$ cat src/rtl/fv_stim_driver.sv
// Stimulus/check side of the o1/o2 equivalence harness: drives LFSR vectors on
// a..h, compares the returned o1/o2 pair after LAT cycles, records the first miss.
module fv_stim_driver #(
  parameter int N_VEC = 256,
  parameter int CNT_W = 16,
  parameter int LAT   = 1
) (
  input  logic             clk_i,
  input  logic             rst_i,
  input  logic             start_i,
  input  logic [7:0]       seed_i,
  output logic [7:0]       stim_o,
  input  logic             o1_i,
  input  logic             o2_i,
  output logic             busy_o,
  output logic             done_o,
  output logic             fail_o,
  output logic [CNT_W-1:0] fail_idx_o,
  output logic [CNT_W-1:0] vec_cnt_o
);

  localparam int IW = CNT_W + 1;
  localparam logic [IW-1:0] LAST_IDX = IW'(N_VEC - 1);
  localparam logic [IW-1:0] CNT_MAX  = {1'b0, {CNT_W{1'b1}}};

  typedef enum logic [1:0] {IDLE, RUN, DRAIN, DONE} state_t;

  state_t                      state_q, state_d;
  logic [7:0]                  lfsr_q, lfsr_d;
  logic [7:0]                  stim_q, stim_d;
  logic [IW-1:0]               cnt_q, cnt_d;
  logic [2:0]                  drain_q, drain_d;
  logic [LAT-1:0]              tag_vld_q, tag_vld_d;
  logic [LAT-1:0][CNT_W-1:0]   tag_idx_q, tag_idx_d;
  logic                        busy_q, busy_d;
  logic                        done_q, done_d;
  logic                        fail_q, fail_d;
  logic [CNT_W-1:0]            fail_idx_q, fail_idx_d;

  always_comb begin
    state_d    = state_q;
    lfsr_d     = lfsr_q;
    stim_d     = stim_q;
    cnt_d      = cnt_q;
    drain_d    = drain_q;
    busy_d     = busy_q;
    done_d     = done_q;
    fail_d     = fail_q;
    fail_idx_d = fail_idx_q;

    // Tag pipeline mirrors the CUT latency; the oldest tag selects what gets compared.
    for (int i = LAT - 1; i > 0; i--) begin
      tag_vld_d[i] = tag_vld_q[i-1];
      tag_idx_d[i] = tag_idx_q[i-1];
    end
    tag_vld_d[0] = 1'b0;
    tag_idx_d[0] = '0;

    if (tag_vld_q[LAT-1] && (o1_i != o2_i) && !fail_q) begin
      fail_d     = 1'b1;
      fail_idx_d = tag_idx_q[LAT-1];
    end

    case (state_q)
      IDLE, DONE: begin
        // Placed after the compare so a new campaign overrides any late result.
        if (start_i) begin
          state_d    = RUN;
          lfsr_d     = (seed_i == 8'h00) ? 8'h01 : seed_i;
          cnt_d      = '0;
          fail_d     = 1'b0;
          fail_idx_d = '0;
          busy_d     = 1'b1;
          done_d     = 1'b0;
        end
      end
      RUN: begin
        stim_d       = lfsr_q;
        lfsr_d       = (lfsr_q >> 1) ^ (lfsr_q[0] ? 8'hB8 : 8'h00);
        cnt_d        = cnt_q + 1'b1;
        tag_vld_d[0] = 1'b1;
        tag_idx_d[0] = cnt_q[CNT_W-1:0];
        if (cnt_q == LAST_IDX) begin
          state_d = DRAIN;
          drain_d = '0;
        end
      end
      DRAIN: begin
        drain_d = drain_q + 1'b1;
        if (drain_q == 3'(LAT - 1)) begin
          state_d = DONE;
          busy_d  = 1'b0;
          done_d  = 1'b1;
        end
      end
      default: state_d = IDLE;
    endcase
  end

  always_ff @(posedge clk_i or negedge rst_i) begin
    if (!rst_i) begin
      state_q    <= IDLE;
      lfsr_q     <= 8'h01;
      stim_q     <= '0;
      cnt_q      <= '0;
      drain_q    <= '0;
      tag_vld_q  <= '0;
      tag_idx_q  <= '0;
      busy_q     <= 1'b0;
      done_q     <= 1'b0;
      fail_q     <= 1'b0;
      fail_idx_q <= '0;
    end else begin
      state_q    <= state_d;
      lfsr_q     <= lfsr_d;
      stim_q     <= stim_d;
      cnt_q      <= cnt_d;
      drain_q    <= drain_d;
      tag_vld_q  <= tag_vld_d;
      tag_idx_q  <= tag_idx_d;
      busy_q     <= busy_d;
      done_q     <= done_d;
      fail_q     <= fail_d;
      fail_idx_q <= fail_idx_d;
    end
  end

  assign stim_o     = stim_q;
  assign busy_o     = busy_q;
  assign done_o     = done_q;
  assign fail_o     = fail_q;
  assign fail_idx_o = fail_idx_q;
  // A full 2**CNT_W campaign cannot be shown in CNT_W bits; it reads as all-ones.
  assign vec_cnt_o  = (cnt_q > CNT_MAX) ? {CNT_W{1'b1}} : cnt_q[CNT_W-1:0];

endmodule

$ cat config.mk
export PLATFORM = sky130hd
export DESIGN_NAME = fv_stim_driver
export DESIGN_NICKNAME = d
export VERILOG_FILES = /design/src/rtl/fv_stim_driver.sv
export SDC_FILE = /design/constraint.sdc
export NUM_CORES = 1
export LEC_CHECK = 0
export CELL_PAD_IN_SITES_DETAIL_PLACEMENT = 1
export CELL_PAD_IN_SITES_GLOBAL_PLACEMENT = 2
export CORE_AREA = 2 2 100 102
export DETAILED_ROUTE_END_ITERATION = 10
export DIE_AREA = 0 0 102 104
export PLACE_DENSITY = 0.91
export SYNTH_ARGS = -nofsm -noshare
export SYNTH_HDL_FRONTEND = slang
export SYNTH_SLANG_ARGS = --single-unit
export TNS_END_PERCENT = 100
$ cat constraint.sdc
create_clock -name clk_i -period 6.56 [get_ports clk_i]
set_clock_uncertainty 0.1 [all_clocks]
set_input_delay 1.312 -clock clk_i [delete_from_list [all_inputs] [get_ports clk_i]]
set_output_delay 1.312 -clock clk_i [all_outputs]
set_load 0.03 [all_outputs]
-- Word-level counts from Yosys, hierarchy flattened
Cells that the tools add are included.
- $add $sub $neg: 2
- order comparisons: 1
- equality and inequality tests: 8
- mux-type cells: 27
- bitwise logic cells: 1
- reduce and logical (&&, ||, !) cells: 14
- operators by type and width (kind ; count):
    $mux W16 ; 5
    $pmux W17 S2 ; 1
    $mux W8 ; 3
    $add A17 B1 Y17 const B ; 1
    $eq A17 B8 Y1 const B ; 1
    $gt A17 B16 Y1 const B ; 1
    $mux W17 ; 1
    $pmux W8 S2 ; 1
    $logic_not A8 Y1 ; 1
    $mux W1 ; 8
    $xor A7 B8 Y8 ; 1
    $mux W2 ; 3
    $ne A2 B2 Y1 const B ; 3
    $pmux W2 S3 ; 1
    $pmux W3 S2 ; 1
    $reduce_and A3 Y1 ; 2
    $reduce_bool A2 Y1 ; 3
    $eq A2 B2 Y1 const B ; 2
    $pmux W1 S2 ; 2
    $reduce_and A2 Y1 ; 2
    $add A3 B1 Y3 const B ; 1
    $logic_not A3 Y1 ; 1
    $mux W3 ; 1
    $eq A2 B1 Y1 const B ; 1
    5 further kinds ; 6
- register bits after elaboration: 74
- input port bits: 13
- output and inout bits: 43
- logic and storage cells: 64

-- Logic depth before layout (Yosys ltp)
- depth after elaboration: 6
- gate-level depth with buffers: 8
- gate-level depth less buffers: 7

-- Least setup slack after synthesis
OpenSTA, ideal clock, no wires.
- kind: register -> output
- start: register cnt_q[9]
- end: output vec_cnt_o[10]
- arrival: 1.942 ns
- path slack: 3.206 ns
- cell stages (with the launch flop): 8
- buffers on the path: 1
- cell sequence: dfrtp_1 > and4_1 > nand4_1 > nor4_1 > ha_1 > nand2b_1 > clkbuf_1 > nand2b_1
- word-level cells in the longest chain between the ends: 2
- ends and longest elaborated chain (what ; line ; source):
    from (decl) ; 31 ; logic [IW-1:0] cnt_q, cnt_d;
    from (signal assigned) ; 117 ; cnt_q <= cnt_d;
    $gt A17 B16 Y1 ; 134 ; assign vec_cnt_o = (cnt_q > CNT_MAX) ? {CNT_W{1'b1}} : cnt_q[CNT_W-1:0];
    $mux W16 ; 134 ;
    to (decl) ; 19 ; output logic [CNT_W-1:0] vec_cnt_o
Every way passes these cells.

-- Worst setup path after layout
- start: register cnt_q[9]
- end: output vec_cnt_o[11]
The elaborated chain is that of the path after synthesis.

==> impl_metrics.tcl <==
set metrics [dict create \
    cp_top_family "simple AND/OR/NAND/NOR gates" \
    cts_tree "done" \
    grt_pass1_vias 2609 \
    p_leak_nw 1.97 \
    status "complete, no violations" \
    clk_pin_slew_worst_paths_ps 80 \
    synthAdderAreaFrac 0.0261 \
    track_usage 0.158 \
    layout_commonest_cell "dfrtp_1" \
    yosysWarnings 0 \
    num_io_pins 56 \
    crit_required_ps 5150 \
    clockRootBuffer "clkbuf_8" \
    r2r_setup_slack_ps 3910 \
    core_mm2 0.00955 \
    hold_path.class "reg2reg" \
    r2r-end "cnt_q[9]$_DFFE_PN0P_" \
    hold_viol_final 0 \
    ys_seq_area_frac 0.553 \
    routedWlPerCell_um 15.5 \
    gp_congestion 0.789 \
    cap_violations 0 \
    vias 2521 \
    cpMostUsedCell "nand2b_1" \
    cts_sinks 74 \
    dieArea_mm2 0.0106 \
    cts_buffers 9 \
    slew_headroom 0.283 \
    synth_area_mm2 0.00335 \
    htree_levels 3 \
    port_buffers 55 \
    ys_seq_elements 74 \
    num_antenna_cells 0 \
    viasPerCell 4.97 \
    avgSynthCellArea_um2 10.6 \
    layout-drive-gt1-share 0.0802 \
    total_power_mw 1.61 \
    tightest_slew_ps 1070 \
    syn-num-nets 336 \
    initial_core_util 0.351 \
    grt_antenna_before_repair 0 \
    route.detailed.drc 0 \
    max_stage_delay_ps 630 \
    grt_pass1_wl_mm 13.1 \
    cts_setup_buffers 0 \
    routed_wirelength_mm 7.85 \
    dieHeight_um 104 \
    cp_slowest_cell "clkdlybuf4s50_1" \
    cp_data_arrival_time_ps 3090 \
    rsz0062_at_grt "false" \
    drt-initial-drc-count 75 \
    drv_slew 0 \
    area_growth_pct 26.2 \
    fmax_ghz 0.222 \
    finalCritPeriodShare 0.686 \
    layout_common_cells "73 x dfrtp_1, 54 x clkdlybuf4s50_1, 29 x nor2_1" \
    grt_overflow 0 \
    crit_start "cnt_q[9]$_DFFE_PN0P_" \
    synth_compound_area_frac 0.0910 \
    irDropWorstVdd_mv 0.221 \
    dieWidth_um 102 \
    grt_max_degree 75 \
    path_cells "and4_1, nand4_1, nor4_1, ha_1, nand2b_1, nand2b_1, clkdlybuf4s50_1" \
    synth_top_family_by_area "simple AND/OR/NAND/NOR gates" \
    synth-xor-area-share 0.0261 \
    power.density_mw_per_mm2 381 \
    synth-edff-count 0 \
    crit_type "reg2out" \
    syn_inst 316 \
    cp_num_buf_inv 1 \
    synth-simple-area-share 0.182 \
    crit_fanout 16 \
    period_minus_slack_ps 4500 \
    async_reset_ff_frac 1.00 \
    crit_path_end_kind "primary output" \
    finalSetupViolations 0 \
    yosysUniqueCellTypes 35 \
    crit_path_end "vec_cnt_o[11]" \
    nets 389 \
    insertion_delay_ps 350 \
    finalSetupTns_ps 0 \
    final_cells 507 \
    placed_cells 491 \
    num_rows 36 \
    ctsHoldBuffers 0 \
    place_hpwl_mm 5.52 \
    cp-start-kind "register" \
    first_pass_iters 4 \
    clock_path_buffers 2 \
    cts_resized 0 \
    ys_dominant_reg_cell "dfrtp_1" \
    r2r_cells 6 \
    antenna_left 0 \
    muxShareOfSynthArea 0.0910 \
    r2r_start "state_q[0]$_DFFE_PN0P_" \
    crit_cells 7 \
]
-- layer usage --
layer	vias up	part of all wire	GRT usage	wire length [um]
met2	45	0.51	0.264	4010
met5	-	0	0	0
met3	9	0.029	0.0302	225
met4	0	0.016	0.0514	127
li1	1199	-	-	-
met1	1268	0.44	0.204	3480
-- Yosys cell counts (5+ instances only) --
cell type,number,area share
dfrtp_1,73,0.54
nor2_1,29,0.032
a21oi_1,19,0.028
mux2i_1,19,0.057
o21ai_0,19,0.028
nand2b_1,18,0.034
nand2_1,17,0.019
and2_1,16,0.030
clkbuf_1,12,0.013
inv_1,12,0.013
mux2_2,9,0.030
o22ai_1,9,0.017
or3_1,8,0.015
ha_1,7,0.026
nand3_1,7,0.010
xnor2_1,7,0.018
nand4_1,5,0.0093
-- cell type report --
cell class                 instances  area (um^2)
timing repair buffer              57          561
tap                              133          166
clock inverter                     6         72.6
clock buffer                      10          138
fill                            1066         5320
multi-input combinational        215         1400
inverter                          12         45.0
sequential                        74         1850
-- report_power, final --
group	internal (mW)	switching (mW)	leakage, nW
sequential	0.546	0.0707	0.977
combinational	0.250	0.372	0.886
clock	0.190	0.181	0.103
-- cells by family after synthesis --
family / after synthesis
AOI/OAI and AO/OA: 54
and+or+nand+nor: 115
muxes: 29
DFF: 74
buffers and inverters: 27
xor gates and xnor gates: 10
adders and majority gates: 7
-- through the flow --
stage / cell area [um^2] / hold slack (ps) / setup slack [ps] / util
2_1_floorplan: 3350 / 361 / 3210 / -
4_1_cts: 4230 / 400 / 2030 / 0.443
6_report: 4230 / 393 / 2060 / 0.443
3_5_place_dp: 4020 / 383 / 2420 / 0.421
5_1_grt: 4230 / 412 / 1830 / 0.443
3_3_place_gp: 4020 / 368 / 2550 / 0.421
-- worst min-delay path by stage --
stage,from,end,slack [ps],cells past startpoint
3_5_place_dp,tag_idx_q[11]$_DFF_PN0_,fail_idx_o[11]$_DFF_PN0_,380,2
3_3_place_gp,tag_idx_q[3]$_DFF_PN0_,fail_idx_o[3]$_DFF_PN0_,370,2
5_1_grt,tag_idx_q[7]$_DFF_PN0_,fail_idx_o[7]$_DFF_PN0_,410,2
4_1_cts,tag_idx_q[13]$_DFF_PN0_,fail_idx_o[13]$_DFF_PN0_,400,2
6_report,tag_idx_q[13]$_DFF_PN0_,fail_idx_o[13]$_DFF_PN0_,390,2
2_1_floorplan,tag_idx_q[0]$_DFF_PN0_,fail_idx_o[0]$_DFF_PN0_,360,2
-- registers in the layout (all words and copies together) (netlist names) --
register / cells
done_o: 1
drain_q: 3
fail_idx_o: 16
fail_o: 1
stim_o: 8
state_q: 2
cnt_q: 17
busy_o: 1
lfsr_q: 8
tag_idx_q: 16
tag_vld_q: 1
-- tightest hold or removal path, stage by stage (launching register included) --
cell and delay (ps):
dfrtp_1 330, mux2i_1 60, nor2_1 70
No activity file was read; power rests on OpenSTA's default activity.
